[config.mk]
export PLATFORM = sky130hd
export DESIGN_NAME = pipe_add_sub
export DESIGN_NICKNAME = d
export VERILOG_FILES = /design/src/rtl/pipe_add_sub_pkg.sv /design/src/rtl/add_stage.sv /design/src/rtl/pipe_add_sub.sv
export SDC_FILE = /design/constraint.sdc
export NUM_CORES = 1
export LEC_CHECK = 0
export BUFFER_PORTS_ARGS = -buffer_cell sky130_fd_sc_hd__buf_4
export CAP_MARGIN = 20
export CORE_MARGIN = 5
export CORE_UTILIZATION = 45
export CTS_BUF_LIST = sky130_fd_sc_hd__clkbuf_8
export CTS_CLUSTER_DIAMETER = 100
export DETAILED_ROUTE_END_ITERATION = 10
export HOLD_SLACK_MARGIN = 0.15
export PLACE_DENSITY = 0.61
export SYNTH_ARGS = -nofsm -noshare
export SYNTH_HDL_FRONTEND = slang
export SYNTH_SLANG_ARGS = --single-unit
[constraint.sdc]
create_clock -name clk -period 13.92 [get_ports clk]
set_input_delay 0.696 -clock clk [delete_from_list [all_inputs] [get_ports clk]]
set_output_delay 0.696 -clock clk [all_outputs]
set_load 0.01 [all_outputs]
[src/rtl/pipe_add_sub_pkg.sv]
// Shared constants for the pipelined adder/subtractor.
//   DEF_WIDTH  : default operand/result width in bits
//   DEF_CHUNK  : default bits resolved per pipeline stage
//   DEF_STAGES : derived stage count (DEF_WIDTH / DEF_CHUNK)
// eff_carry_in() gives the carry fed into stage 0 for the selected mode.
package pipe_add_sub_pkg;

    localparam int DEF_WIDTH  = 64;
    localparam int DEF_CHUNK  = 16;
    localparam int DEF_STAGES = DEF_WIDTH / DEF_CHUNK;

    // Subtraction is a + ~b + 1, so the caller's carry-in is overridden by 1.
    function automatic logic eff_carry_in(input logic sub, input logic cin);
        return sub | cin;
    endfunction

endpackage

[src/rtl/add_stage.sv]
// One CHUNK-bit ripple-carry adder slice.
//   a, b : chunk operands (b already inverted for subtraction)
//   ci   : carry into bit 0
//   s    : chunk sum
//   co   : carry out of bit CHUNK-1
//   cm   : carry into bit CHUNK-1 (used for signed overflow at the top slice)
module add_stage
    import pipe_add_sub_pkg::*;
#(
    parameter int CHUNK = DEF_CHUNK
) (
    input  logic [CHUNK-1:0] a,
    input  logic [CHUNK-1:0] b,
    input  logic             ci,
    output logic [CHUNK-1:0] s,
    output logic             co,
    output logic             cm
);

    logic [CHUNK:0] c;

    always_comb begin
        s    = '0;
        c    = '0;
        c[0] = ci;
        for (int i = 0; i < CHUNK; i++) begin
            s[i]     = a[i] ^ b[i] ^ c[i];
            c[i + 1] = (a[i] & b[i]) | (c[i] & (a[i] ^ b[i]));
        end
    end

    assign co = c[CHUNK];
    assign cm = c[CHUNK - 1];

endmodule

[src/rtl/pipe_add_sub.sv]
// Pipelined WIDTH-bit adder/subtractor, CHUNK bits resolved per stage,
// valid/ready handshake on both sides, latency STAGES cycles.
//   clk, rst              : clock, asynchronous active-high reset
//   in_valid / in_ready   : operand beat handshake (in_ready = advance)
//   a, b, cin, sub        : operands, carry-in (ignored for sub), mode
//   out_valid / out_ready : result beat handshake
//   sum, cout, ovf        : result, carry out (1 = no borrow for sub),
//                           signed overflow
module pipe_add_sub
    import pipe_add_sub_pkg::*;
#(
    parameter int WIDTH = DEF_WIDTH,
    parameter int CHUNK = DEF_CHUNK
) (
    input  logic             clk,
    input  logic             rst,
    input  logic             in_valid,
    output logic             in_ready,
    input  logic [WIDTH-1:0] a,
    input  logic [WIDTH-1:0] b,
    input  logic             cin,
    input  logic             sub,
    output logic             out_valid,
    input  logic             out_ready,
    output logic [WIDTH-1:0] sum,
    output logic             cout,
    output logic             ovf
);

    localparam int STAGES = WIDTH / CHUNK;

    logic [WIDTH-1:0] b_eff;
    logic             cin_eff;
    logic             advance;

    // Each stage carries one WIDTH-bit word that rotates right by a chunk per
    // stage: finished sum chunks enter at the top, the pending a chunk sits at
    // the bottom. After the last stage the word is exactly the aligned sum.
    logic [WIDTH-1:0] x_in  [STAGES];
    logic [WIDTH-1:0] x_nxt [STAGES];
    logic [WIDTH-1:0] x_q   [STAGES];
    // Remaining effective-b chunks, shifted down so the next chunk is at bit 0.
    logic [WIDTH-1:0] b_in  [STAGES];
    logic [WIDTH-1:0] b_nxt [STAGES];
    logic [WIDTH-1:0] b_q   [STAGES];
    logic [CHUNK-1:0] s_c   [STAGES];

    logic [STAGES-1:0] ci;
    logic [STAGES-1:0] v_in;
    logic [STAGES-1:0] co_c;
    logic [STAGES-1:0] cm_c;
    logic [STAGES-1:0] v_q;
    logic [STAGES-1:0] c_q;
    logic              ovf_q;

    // Only the top slice's carry-into-MSB and none of the final b word matter.
    logic              unused_tail;

    assign b_eff    = sub ? ~b : b;
    assign cin_eff  = eff_carry_in(sub, cin);
    assign advance  = !out_valid || out_ready;
    assign in_ready = advance;

    for (genvar k = 0; k < STAGES; k++) begin : g_stage
        if (k == 0) begin : g_src
            assign x_in[k] = a;
            assign b_in[k] = b_eff;
            assign ci[k]   = cin_eff;
            assign v_in[k] = in_valid;
        end else begin : g_src
            assign x_in[k] = x_q[k - 1];
            assign b_in[k] = b_q[k - 1];
            assign ci[k]   = c_q[k - 1];
            assign v_in[k] = v_q[k - 1];
        end

        add_stage #(.CHUNK(CHUNK)) u_add (
            .a  (x_in[k][CHUNK-1:0]),
            .b  (b_in[k][CHUNK-1:0]),
            .ci (ci[k]),
            .s  (s_c[k]),
            .co (co_c[k]),
            .cm (cm_c[k])
        );

        assign x_nxt[k] = (x_in[k] >> CHUNK) | (WIDTH'(s_c[k]) << (WIDTH - CHUNK));
        assign b_nxt[k] = b_in[k] >> CHUNK;
    end

    // Data registers load only for valid slots so bubbles leave the previous
    // contents untouched (and outputs stay at zero after reset until a beat).
    always_ff @(posedge clk or posedge rst) begin
        if (rst) begin
            for (int k = 0; k < STAGES; k++) begin
                v_q[k] <= 1'b0;
                c_q[k] <= 1'b0;
                x_q[k] <= '0;
                b_q[k] <= '0;
            end
            ovf_q <= 1'b0;
        end else if (advance) begin
            for (int k = 0; k < STAGES; k++) begin
                v_q[k] <= v_in[k];
                if (v_in[k]) begin
                    c_q[k] <= co_c[k];
                    x_q[k] <= x_nxt[k];
                    b_q[k] <= b_nxt[k];
                end
            end
            if (v_in[STAGES-1]) begin
                ovf_q <= co_c[STAGES-1] ^ cm_c[STAGES-1];
            end
        end
    end

    assign unused_tail = ^{b_q[STAGES-1], cm_c};

    assign out_valid = v_q[STAGES-1];
    assign sum       = x_q[STAGES-1];
    assign cout      = c_q[STAGES-1];
    assign ovf       = ovf_q;

endmodule

; ---- Yosys cells after proc, flatten, opt, wreduce, memory -nomap -nowiden
; Index checks and enable logic that the tools add are counted.
[totals]
out_inout_bits = 68
word_cells = 347
romBits = 0
latchBits = 0
regBits = 361
mem_bits_rw = 0
inputBits = 134
memories = 0
[classes]
mux = 1
eq_ne = 0
div_mod_pow = 0
multipliers = 0
shift = 0
n_bitwise = 327
n_reduce_logical = 6
n_addsub = 0
magnitude_cmp = 0
[op_table]
columns = op, count
row1 = $or 48x64->64, 4
row2 = $xor 1x1->1, 129
row3 = $and 1x1->1, 128
row4 = $or 1x1->1, 65
row5 = $mux 64, 1
row6 = $not 64->64, 1
row7 = $reduce_and 2->1, 4
row8 = $logic_not 1->1, 1
row9 = $logic_or 1x1->1, 1

; ---- Longest topological paths before layout
; Gate-level depths: netlist of the first run.
[depth]
ltp_word = 35
depth_mapped = 23
ltp_nobuf = 21

; ---- Modules after synthesis
; From an unflattened synthesis of the first run, not the netlist that was laid out.
[unflattened]
hier_cells = 1004
area_unflattened_um2 = 15511.1
[modules_own_cells]
columns = module, cells_per_inst, area_per_inst_um2, n_inst, seq_area_each_um2
row1 = pipe_add_sub, 900, 14079.8, 1, 9033.7
row2 = add_stage, 26, 357.8, 4, 0.0

; ---- Worst setup path after synthesis of the first run
; Ideal clock, no wire load.
[synth_timing]
kind = input to register
from = in sub
to = reg x_q, in the netlist x_in[191]
t_arrival_ns = 8.034
stages = 23
t_required_ns = 13.795
path_slack_ns = 5.761
n_path_buf = 2
setup_time_ns = 0.125
path_cell_list = buf_2 -> buf_2 -> nor2_1 -> fa_1 -> inv_1 -> fa_1 -> inv_1 -> fa_1 -> fa_1 -> fa_1 -> fa_1 -> fa_1 -> fa_1 -> fa_1 -> fa_1 -> fa_1 -> fa_1 -> fa_1 -> fa_1 -> fa_1 -> inv_1 -> fa_1 -> mux2_2
[synth_via]
elab_chain_len = 34
elab_cells_between_ends = 65
classes_between = 1 x mux / 64 x bitwise
[synth_rtl]
columns = item, line
row1 = "start, declared", pipe_add_sub.sv:22  ; input logic sub,
row2 = $mux 64, pipe_add_sub.sv:59  ; assign b_eff = sub ? ~b : b;
row3 = $xor 1x1->1, add_stage.sv:28  ; c[i + 1] = (a[i] & b[i]) | (c[i] & (a[i] ^ b[i]));
row4 = $and 1x1->1, add_stage.sv:28
row5 = $or 1x1->1, add_stage.sv:28
row6 = $and 1x1->1, add_stage.sv:28
row7 = $or 1x1->1, add_stage.sv:28
row8 = $and 1x1->1, add_stage.sv:28
row9 = $or 1x1->1, add_stage.sv:28
row10 = [... 19 more ...], -
row11 = $or 1x1->1, add_stage.sv:28
row12 = $and 1x1->1, add_stage.sv:28
row13 = $or 1x1->1, add_stage.sv:28
row14 = $and 1x1->1, add_stage.sv:28
row15 = $or 1x1->1, add_stage.sv:28
row16 = $xor 1x1->1 *, add_stage.sv:27  ; s[i] = a[i] ^ b[i] ^ c[i];
row17 = net g_stage[0].u_add.s[15], add_stage.sv:15  ; output logic [CHUNK-1:0] s,
row18 = $or 48x64->64 *, pipe_add_sub.sv:86  ; assign x_nxt[k] = (x_in[k] >> CHUNK) | (WIDTH'(s_c[k]) << (WIDTH - CHUNK));
row19 = "end signal, assigned by index", pipe_add_sub.sv:106  ; x_q[k] <= x_nxt[k];
row20 = "end, declared", pipe_add_sub.sv:41  ; logic [WIDTH-1:0] x_q [STAGES];
; Mark *: on every way through the listed nets, which the timed path passes. The rest lies on a longest branch.
; A chain may end at the register's enable or synchronous reset.

; ---- Final worst setup path of the first run
; Same ends and word-level chain as after synthesis.

==> results.py, run 1 <==
metrics = {
    "setup_path": {
        "cp_max_fo": 27,
        "path_cells": "buf_4 -> xnor2_1 -> fa_1 -> inv_1 -> fa_1 -> inv_1 -> fa_1 -> fa_1 -> fa_1 -> fa_1 -> fa_1 -> fa_1 -> fa_1 -> fa_1 -> fa_1 -> fa_1 -> fa_1 -> fa_1 -> fa_1 -> inv_1 -> fa_1 -> mux2_2",
        "cp_slowest_stage_delay_ns": 0.44,
        "cp-startpoint": "sub",
        "cp-end-kind": "register",
        "crit_top_cell": "fa_1",
        "worstSetupPathType": "input port to register",
        "cp.arrival_ns": 8.30,
        "r2r_start": "b_in[64]",
        "required_ns": 14.41,
        "cp-start-kind": "input port",
        "worst_path_max_delay_cell": "fa_1",
    },
    "synth": {
        "synth.largest_area_cell": "dfrtp_1",
        "synth_top_area_frac": 0.586,
        "synth_edf_count": 0,
        "async_flop_share": 1.00,
        "ys_warn_count": 0,
        "synth_commonest_cells": "dfrtp_1, mux2_2, a21oi_1",
        "synth_seq_cells": 361,
        "yosysMostFrequentCell": "dfrtp_1",
        "synth_fp_nets": 1232,
        "syn-mean-instance-area_um2": 14.9,
        "synth.area.top_cells": "dfrtp_1, mux2_2, fa_1",
        "post_synth_instance_area_mm2": 0.0154,
        "ys_seq_area_frac": 0.586,
        "netlist_instances": 1034,
        "ys.flop_type": "dfrtp_1",
        "synth_cell_types": 20,
    },
    "run": {
        "cap_violations": 0,
    },
    "pwr": {
        "power_density_mw_per_mm2": 225,
        "p_leak_nw": 7.98,
        "pwr-share-clk": 0.210,
        "pwr-share-seq": 0.440,
        "p_sw_mw": 1.30,
        "power_switching_share": 0.314,
        "peakVddDrop_mv": 0.0934,
        "p_comb_frac": 0.351,
        "total_power_mw": 4.14,
        "internal_power_mw": 2.84,
    },
    "outcome": {
        "status": "finished, final reports clean",
    },
    "clock_tree": {
        "cts_tree": "yes",
        "cts-root-buf": "clkbuf_8",
        "ctsResizeCount": 0,
        "clk_latency_ns": 0.61,
        "numCtsBuffers": 60,
        "ctsHoldBuffers": 0,
        "clkSinkCount": 361,
        "h-tree-depth": 2,
        "cts_setup_buffers": 0,
        "cts_max_path_buffers": 3,
        "cts.clk_slew.worst_paths_ns": 0.06,
    },
    "final_layout": {
        "areaGrowthSynthToFinish_pct": 19.1,
        "finalInstanceArea_mm2": 0.0183,
        "regArea_mm2": 0.00903,
        "fin_util": 0.544,
        "layoutNonFillerInstCount": 1728,
        "nNetsFinal": 1442,
        "multiInputGateArea_mm2": 0.00587,
        "fill_cells": 2969,
        "drive_gt1_frac": 0.451,
        "antenna_cells": 0,
    },
    "place": {
        "dp_hpwl_um": 20100,
        "dp.cells": 1629,
        "io_buffers": 201,
        "dpl_cell_area_mm2": 0.0172,
        "dp_slack_ns": 5.41,
        "gp_congestion": 0.742,
    },
    "floorplan": {
        "dieHeight_um": 195,
        "coreArea_mm2": 0.0337,
        "fp.dieW_um": 195,
        "row_count": 67,
        "pin_count": 202,
        "die_area_mm2": 0.0380,
        "start_util": 0.457,
    },
    "sta": {
        "hold_violations": 0,
        "fin_crit_ns": 7.81,
        "slew_violations": 0,
        "hold_slack_ns": 0.148,
        "clock.fmax_mhz": 128,
        "relSlewSlack": 0.292,
        "fin_worst_skew_ns": 0.0203,
        "tightest_slew_ns": 1.06,
        "rsz0062_at_grt": "no",
        "worst_slack_ns": 6.11,
        "timing.setup.tns_ns": 0,
        "setup_viol": 0,
        "post-route-period-util": 0.561,
    },
    "detailed_routing": {
        "drc_errors": 0,
        "routed_via_density": 5.01,
        "antenna_left": 0,
        "drt-met1-wl_um": 13300,
        "routed-wl-met2_um": 16500,
        "routed-via-count": 8649,
        "totalWireLength_um": 31700,
        "wl_met3_um": 1300,
        "drtPass1Iterations": 5,
        "wire_per_inst_um": 18.3,
        "highest_layer": "met4",
        "drtIter0Drc": 319,
    },
    "global_routing": {
        "grt_pass1_wl_um": 52600,
        "track_usage": 0.170,
        "gr-total-overflow": 0,
        "grt_max_degree": 94,
        "grt_antenna_before_repair": 0,
        "grt_pass1_vias": 9820,
    },
    "hold_path": {
        "hold_class": "input port to async pin",
    },
}
==> cell usage in the layout, fill, tap and decap left out, drive strengths merged <==
cell type / instances
and2: 1
nand2: 4
mux2i: 1
nor2: 1
fa: 64
xor2: 4
clkinv: 2
xnor2: 61
mux2: 285
buf: 211
o21ai: 6
clkinvlp: 2
a31oi: 8
nand2b: 1
inv: 65
clkbuf: 70
a21oi: 128
bufinv: 1
nand3: 4
dfrtp: 361
==> area by class of cell <==
type	count	area share
clock inverters	28	0.00771
repair buffers	211	0.0874
flip-flops and latches	361	0.492
well taps	448	0.0306
multi-input cells	568	0.320
clock buffers	70	0.0525
inverters	42	0.00900
==> flip-flops by register name, summed over array words and instances (netlist names) <==
register / cells
v_q: 4
ovf: 1
sum: 64
b_in: 96
x_in: 192
c_q: 4
==> layer usage <==
layer	up-vias	global-route usage
met5	-	0
met3	50	0.0345
met1	4490	0.219
met4	0	0.0468
li1	3948	-
met2	161	0.297
==> power by group through the flow <==
stage                     Combinational (mW)  Sequential (mW)  Clock [mW]
after floorplan                         1.03             1.80           0
after global placement                  1.45             1.83           0
after detailed placement                1.49             1.84           0
after CTS                               1.50             1.83       0.901
after global routing                    1.64             1.88       0.945
final                                   1.45             1.82       0.868
==> worst max-delay path: cells and delay by family <==
kind | cells | cell delay [ns]
fa+ha+maj | 16 | 6.49
xor+xnor | 1 | 0.17
mux | 1 | 0.27
buf+inv | 4 | 0.61
==> worst paths after layout <==
path / endpoint / cells after the start / slack (ns)
setup / recovery: x_in[191] / 22 / 6.11
hold / removal: x_in[85] / 2 / 0.15
setup reg to reg: x_in[63] / 20 / 6.41
hold reg to reg: sum[39] / 1 / 0.50
max in group asynchronous: x_in[137] / 5 / 11.47
min in group clk: x_in[163] / 2 / 0.31
==> kinds of logic after synthesis <==
logic type,count (synthesis),share of synthesized area
muxes,286,0.209
AOI/OAI and AO/OA,142,0.0468
adders and majority gates,64,0.0832
xor gates and xnor gates,65,0.0369
and+or+nand+nor,11,0.00382
buffers and inverters,105,0.0340
DFF,361,0.586
(Power assumes the default switching activity.)
==> run 2, diff against run 1 <==
- clock period: 13.92 -> 7.2 ns (I/O delays scaled with it)
==> run 2 against run 1 <==
Against the previous run: total power is 97% higher; cell count increased by 6.2%; sequential power grew 93%; combinational power rose by 100%; critical path depth shrank 2; clock power increased by 99%; clock skew up 0.0050 ns; largest power group unchanged.
==> results.py, run 2 (synthesis results as in run 1) <==
metrics = {
    "final_layout": {
        "nNetsFinal": 1538,
        "most-common-layout-cells": "dfrtp_1, mux2_2, buf_4",
        "areaGrowthSynthToFinish_pct": 26.4,
        "largest_register_ffs": 192,
        "drive_gt1_frac": 0.444,
        "finalInstanceArea_mm2": 0.0195,
        "layout_commonest_cell": "dfrtp_1",
    },
    "place": {
        "dpl_cell_area_mm2": 0.0173,
        "io_buffers": 201,
        "gp_congestion": 0.779,
        "dp_hpwl_um": 19800,
    },
    "global_routing": {
        "grt_max_degree": 187,
        "track_usage": 0.174,
        "gr-total-overflow": 0,
        "grt_pass1_vias": 9986,
        "grt_antenna_before_repair": 1,
        "grt_pass1_wl_um": 53400,
    },
    "setup_path": {
        "cp_max_fo": 2,
        "cp-end-kind": "register",
        "required_ns": 7.72,
        "worstSetupPathType": "register to register",
        "cp-start-kind": "register",
        "cp.arrival_ns": 7.48,
    },
    "detailed_routing": {
        "antenna_left": 0,
        "routed-via-count": 8998,
        "totalWireLength_um": 32300,
        "wire_per_inst_um": 17.6,
        "drc_errors": 0,
        "drtPass1Iterations": 4,
        "routed_via_density": 4.90,
        "drtIter0Drc": 284,
    },
    "floorplan": {
        "dieHeight_um": 195,
        "die_area_mm2": 0.0380,
        "row_count": 67,
        "pin_count": 202,
        "fp.dieW_um": 195,
        "coreArea_mm2": 0.0337,
        "start_util": 0.457,
    },
    "clock_tree": {
        "cts-root-buf": "clkbuf_8",
        "cts_tree": "yes",
        "cts.clk_slew.worst_paths_ns": 0.06,
        "clk_latency_ns": 0.62,
        "numCtsBuffers": 59,
        "clkSinkCount": 361,
        "cts_max_path_buffers": 3,
        "h-tree-depth": 2,
    },
    "sta": {
        "slew_violations": 0,
        "setup_viol": 0,
        "post-route-period-util": 0.967,
        "clock.fmax_mhz": 144,
        "fin_worst_skew_ns": 0.0253,
        "hold_violations": 0,
        "relSlewSlack": 0.306,
        "fin_crit_ns": 6.96,
        "tightest_slew_ns": 1.04,
        "hold_slack_ns": 0.196,
    },
    "pwr": {
        "p_leak_nw": 8.41,
        "peakVddDrop_mv": 0.198,
        "power_density_mw_per_mm2": 419,
    },
    "outcome": {
        "status": "finished, final reports clean",
    },
    "hold_path": {
        "hold_class": "input port to register",
    },
    "run": {
        "cap_violations": 0,
    },
}
run 2: changes by cell type in the layout (fill, tap and decap cells not counted), sizes merged:
| cell | change |
|---|---|
| dlygate4sd3 | +98 |
| clkbuf | +6 |
| inv | +3 |
| clkinv | +2 |
| buf | -1 |
| bufinv | -1 |
| clkinvlp | -1 |
| diode | +1 |
run 2: final timing paths:
check	start	to	slack (ns)	cells past startpoint
max	b_in[0]	sum[63]	0.24	20
min	a[1]	x_in[177]	0.20	3
max reg2reg	b_in[0]	sum[63]	0.24	20
min reg2reg	x_in[92]	x_in[12]	0.49	1
max in group asynchronous	rst	x_in[128]	5.13	5
min in group asynchronous	rst	x_in[164]	0.58	4
run 2: stage by stage:
step           instances  setup slack (ns)  TNS (ns)  power [mW]  utilization
6_report            1835             0.237         0        8.16        0.578
4_1_cts             1834           0.00485         0        8.30        0.577
2_1_floorplan       1034            0.0202         0        5.48            -
5_1_grt             1835          -0.00715  -0.00734        8.83        0.578
3_5_place_dp        1629            -0.282    -0.537        6.46        0.512
3_3_place_gp        1629            -0.234    -0.393        6.36        0.512
run 2: worst max-delay path: stages (launching register included):
cell and delay, ns:
dfrtp_1 0.40, fa_1 0.45, fa_1 0.42, fa_2 0.39
fa_2 0.36, fa_1 0.38, fa_1 0.39, fa_1 0.40
fa_1 0.39, fa_1 0.39, fa_1 0.39, fa_1 0.39
fa_1 0.40, fa_1 0.36, inv_1 0.08, fa_1 0.15
inv_1 0.05, fa_1 0.40, inv_1 0.09, fa_1 0.41
a31oi_1 0.16
run 2: final cells by class:
cell class / count / area (um^2)
inverter: 42 / 161
clock buffer: 76 / 1050
multi-input combinational: 568 / 5960
timing repair buffer: 308 / 2580
fill: 2764 / 14200
tap: 448 / 561
sequential: 361 / 9030
antenna: 1 / 2.50
clock inverter: 31 / 131
run 2: timing repair:
| item | in CTS | in global routing |
|---|---|---|
| resized for setup | 11 | 12 |
| setup endpoints to repair | 4 | 5 |
| hold endpoints to repair | 273 | 0 |
| hold buffers | 98 | 0 |
| buffers inserted | 0 | 0 |
| pin swaps | 0 | 2 |
run 2: power by group:
part / switching (mW) / total (mW) / internal [mW]
Combinational: 1.22 / 2.91 / 1.69
Sequential: 0.555 / 3.52 / 2.97
Clock: 0.787 / 1.73 / 0.942
run 2: metal layers:
| layer | global-route usage | part of all wire | vias to the layer above |
|---|---|---|---|
| li1 | - | - | 4176 |
| met1 | 0.219 | 0.42 | 4620 |
| met2 | 0.301 | 0.51 | 146 |
| met3 | 0.0319 | 0.034 | 56 |
| met4 | 0.0644 | 0.030 | 0 |
| met5 | 0 | 0 | - |
==> run 3, diff against run 2 <==
==> constraint.sdc (replaced) <==
create_clock -name clk -period 7.2 [get_ports clk]
set_input_delay 1.44 -clock clk [delete_from_list [all_inputs] [get_ports clk]]
set_output_delay 1.44 -clock clk [all_outputs]
set_load 0.01 [all_outputs]
==> run 3 against run 2 <==
Against the previous run: the run now ends with setup timing left; clock power about the same; clock skew decreased by 0.0039 ns; utilization fell by 2.8 points; critical path type is now input port to register; via count decreased by 3.3%.
==> results.py, run 3 (synthesis results as in run 1) <==
metrics = {
    "global_routing": {
        "grt_pass1_vias": 9801,
        "grt_max_degree": 170,
        "gr-total-overflow": 0,
        "grt_pass1_wl_um": 52700,
        "grt_antenna_before_repair": 1,
        "track_usage": 0.170,
    },
    "sta": {
        "clock.fmax_mhz": 135,
        "hold_violations": 0,
        "post-route-period-util": 1.03,
        "slew_violations": 0,
        "relSlewSlack": 0.290,
        "rsz0062_at_grt": "yes",
        "timing.setup.tns_ns": -0.213,
        "setup_viol": 1,
        "tightest_slew_ns": 1.07,
        "fin_worst_skew_ns": 0.0214,
        "fin_crit_ns": 7.41,
        "worst_slack_ns": -0.213,
        "hold_slack_ns": 0.490,
    },
    "floorplan": {
        "start_util": 0.457,
        "fp.dieW_um": 195,
        "coreArea_mm2": 0.0337,
        "die_area_mm2": 0.0380,
        "pin_count": 202,
        "row_count": 67,
        "dieHeight_um": 195,
    },
    "setup_path": {
        "cp_slowest_stage_delay_ns": 0.41,
        "worst_path_max_delay_cell": "fa_1",
        "crit_top_cell": "fa_2",
        "cp.arrival_ns": 7.89,
        "cp-start-kind": "input port",
        "crit_cells": 22,
        "crit_family": "adder cells",
        "reg2reg_depth": 20,
        "r2r_start": "b_in[128]",
        "path_buf_inv": 4,
        "cp-end-kind": "register",
        "cp_max_fo": 3,
        "worstSetupPathType": "input port to register",
        "required_ns": 7.67,
        "path_cells": "buf_8 -> xnor2_4 -> fa_2 -> inv_2 -> fa_2 -> inv_2 -> fa_2 -> fa_2 -> fa_2 -> fa_2 -> fa_2 -> fa_2 -> fa_2 -> fa_2 -> fa_2 -> fa_2 -> fa_2 -> fa_2 -> fa_2 -> inv_2 -> fa_1 -> mux2_4",
        "cp-startpoint": "sub",
    },
    "final_layout": {
        "drive_gt1_frac": 0.486,
        "layout_commonest_cell": "dfrtp_1",
        "fill_cells": 2901,
        "finalInstanceArea_mm2": 0.0185,
        "largest_register_ffs": 192,
        "nNetsFinal": 1441,
        "most-common-layout-cells": "dfrtp_1, mux2_2, buf_4",
        "antenna_cells": 0,
        "areaGrowthSynthToFinish_pct": 20.4,
    },
    "hold_path": {
        "min_from": "x_in[31]",
        "hold_depth": 1,
        "hold_class": "register to register",
    },
    "clock_tree": {
        "cts_setup_buffers": 0,
        "cts_tree": "yes",
        "cts-root-buf": "clkbuf_8",
        "cts.clk_slew.worst_paths_ns": 0.07,
        "clk_latency_ns": 0.60,
        "h-tree-depth": 2,
        "clkSinkCount": 361,
        "cts_max_path_buffers": 3,
        "ctsHoldBuffers": 0,
        "numCtsBuffers": 59,
    },
    "detailed_routing": {
        "totalWireLength_um": 31800,
        "routed_via_density": 5.03,
        "drtIter0Drc": 313,
        "routed-via-count": 8701,
        "wire_per_inst_um": 18.4,
        "drc_errors": 0,
        "antenna_left": 0,
        "drtPass1Iterations": 4,
    },
    "pwr": {
        "total_power_mw": 8.11,
        "p_leak_nw": 8.00,
        "power_density_mw_per_mm2": 437,
        "peakVddDrop_mv": 0.199,
    },
    "place": {
        "dpl_cell_area_mm2": 0.0173,
        "dp_hpwl_um": 19900,
        "io_buffers": 201,
        "gp_congestion": 0.757,
    },
    "outcome": {
        "violations": "setup timing",
        "status": "finished, violations left",
    },
    "run": {
        "cap_violations": 0,
    },
}
[run 3: cell count changes in the layout (fill, tap and decap cells not counted), sizes merged]
cell and change:
buf +1, inv -6, dlygate4sd3 -98, diode -1
clkinv -3, clkbuf +2
[run 3: where the power goes]
part / internal [mW] / switching (mW) / leakage [nW] / total [mW]
Clock: 0.952 / 0.768 / 0.677 / 1.72
Combinational: 1.65 / 1.22 / 3.20 / 2.87
Sequential: 2.97 / 0.548 / 4.12 / 3.52
Total: 5.57 / 2.53 / 8.00 / 8.11
[run 3: worst paths after layout]
kind                        endpoint  slack, ns
max in group asynchronous  x_in[134]       4.74
max                        x_in[191]      -0.21
min reg2reg                  sum[15]       0.49
min                          sum[15]       0.49
min in group asynchronous    x_in[5]       1.04
max reg2reg                x_in[127]       0.27
[run 3: layer usage]
layer	part of all wire	routed length, um	global-route usage	up-vias
met5	0.00038	12	0	-
met1	0.42	13500	0.219	4530
met3	0.041	1290	0.0348	60
li1	-	-	-	3956
met2	0.51	16200	0.293	153
met4	0.024	767	0.0491	2
[run 3: worst register-to-register path: stages, from the launching register on]
cell and delay, ns:
dfrtp_1 0.40, fa_1 0.42, inv_1 0.07, fa_1 0.15, inv_1 0.05, fa_1 0.42
fa_2 0.38, fa_1 0.42, fa_2 0.38, fa_2 0.37, fa_2 0.37, fa_2 0.37
fa_2 0.38, fa_1 0.43, fa_2 0.38, fa_2 0.37, fa_2 0.39, fa_1 0.42
inv_1 0.09, fa_1 0.42, a31oi_1 0.14
[run 3: metrics by stage]
| stage | cells | utilization | setup slack (ns) |
|---|---|---|---|
| after floorplan | 1034 | - | -0.842 |
| after global placement | 1629 | 0.513 | -0.772 |
| after detailed placement | 1629 | 0.513 | -0.879 |
| after CTS | 1729 | 0.549 | -0.191 |
| after global routing | 1730 | 0.550 | -0.384 |
| final | 1730 | 0.550 | -0.213 |
[run 3: final cells by class]
| class | count | area, um^2 | area share |
|---|---|---|---|
| Sequential cell | 361 | 9030 | 0.487 |
| Multi-Input combinational cell | 568 | 5990 | 0.323 |
| Timing Repair Buffer | 211 | 1640 | 0.0884 |
| Clock buffer | 78 | 1070 | 0.0579 |
| Tap cell | 448 | 561 | 0.0302 |
| Inverter | 42 | 161 | 0.00870 |
| Clock inverter | 22 | 83.8 | 0.00452 |
[run 3: timing repair]
item | in CTS | in global routing
resized for setup | 17 | 11
endpoints found under the setup margin | 6 | 5
pin swaps | 0 | 1
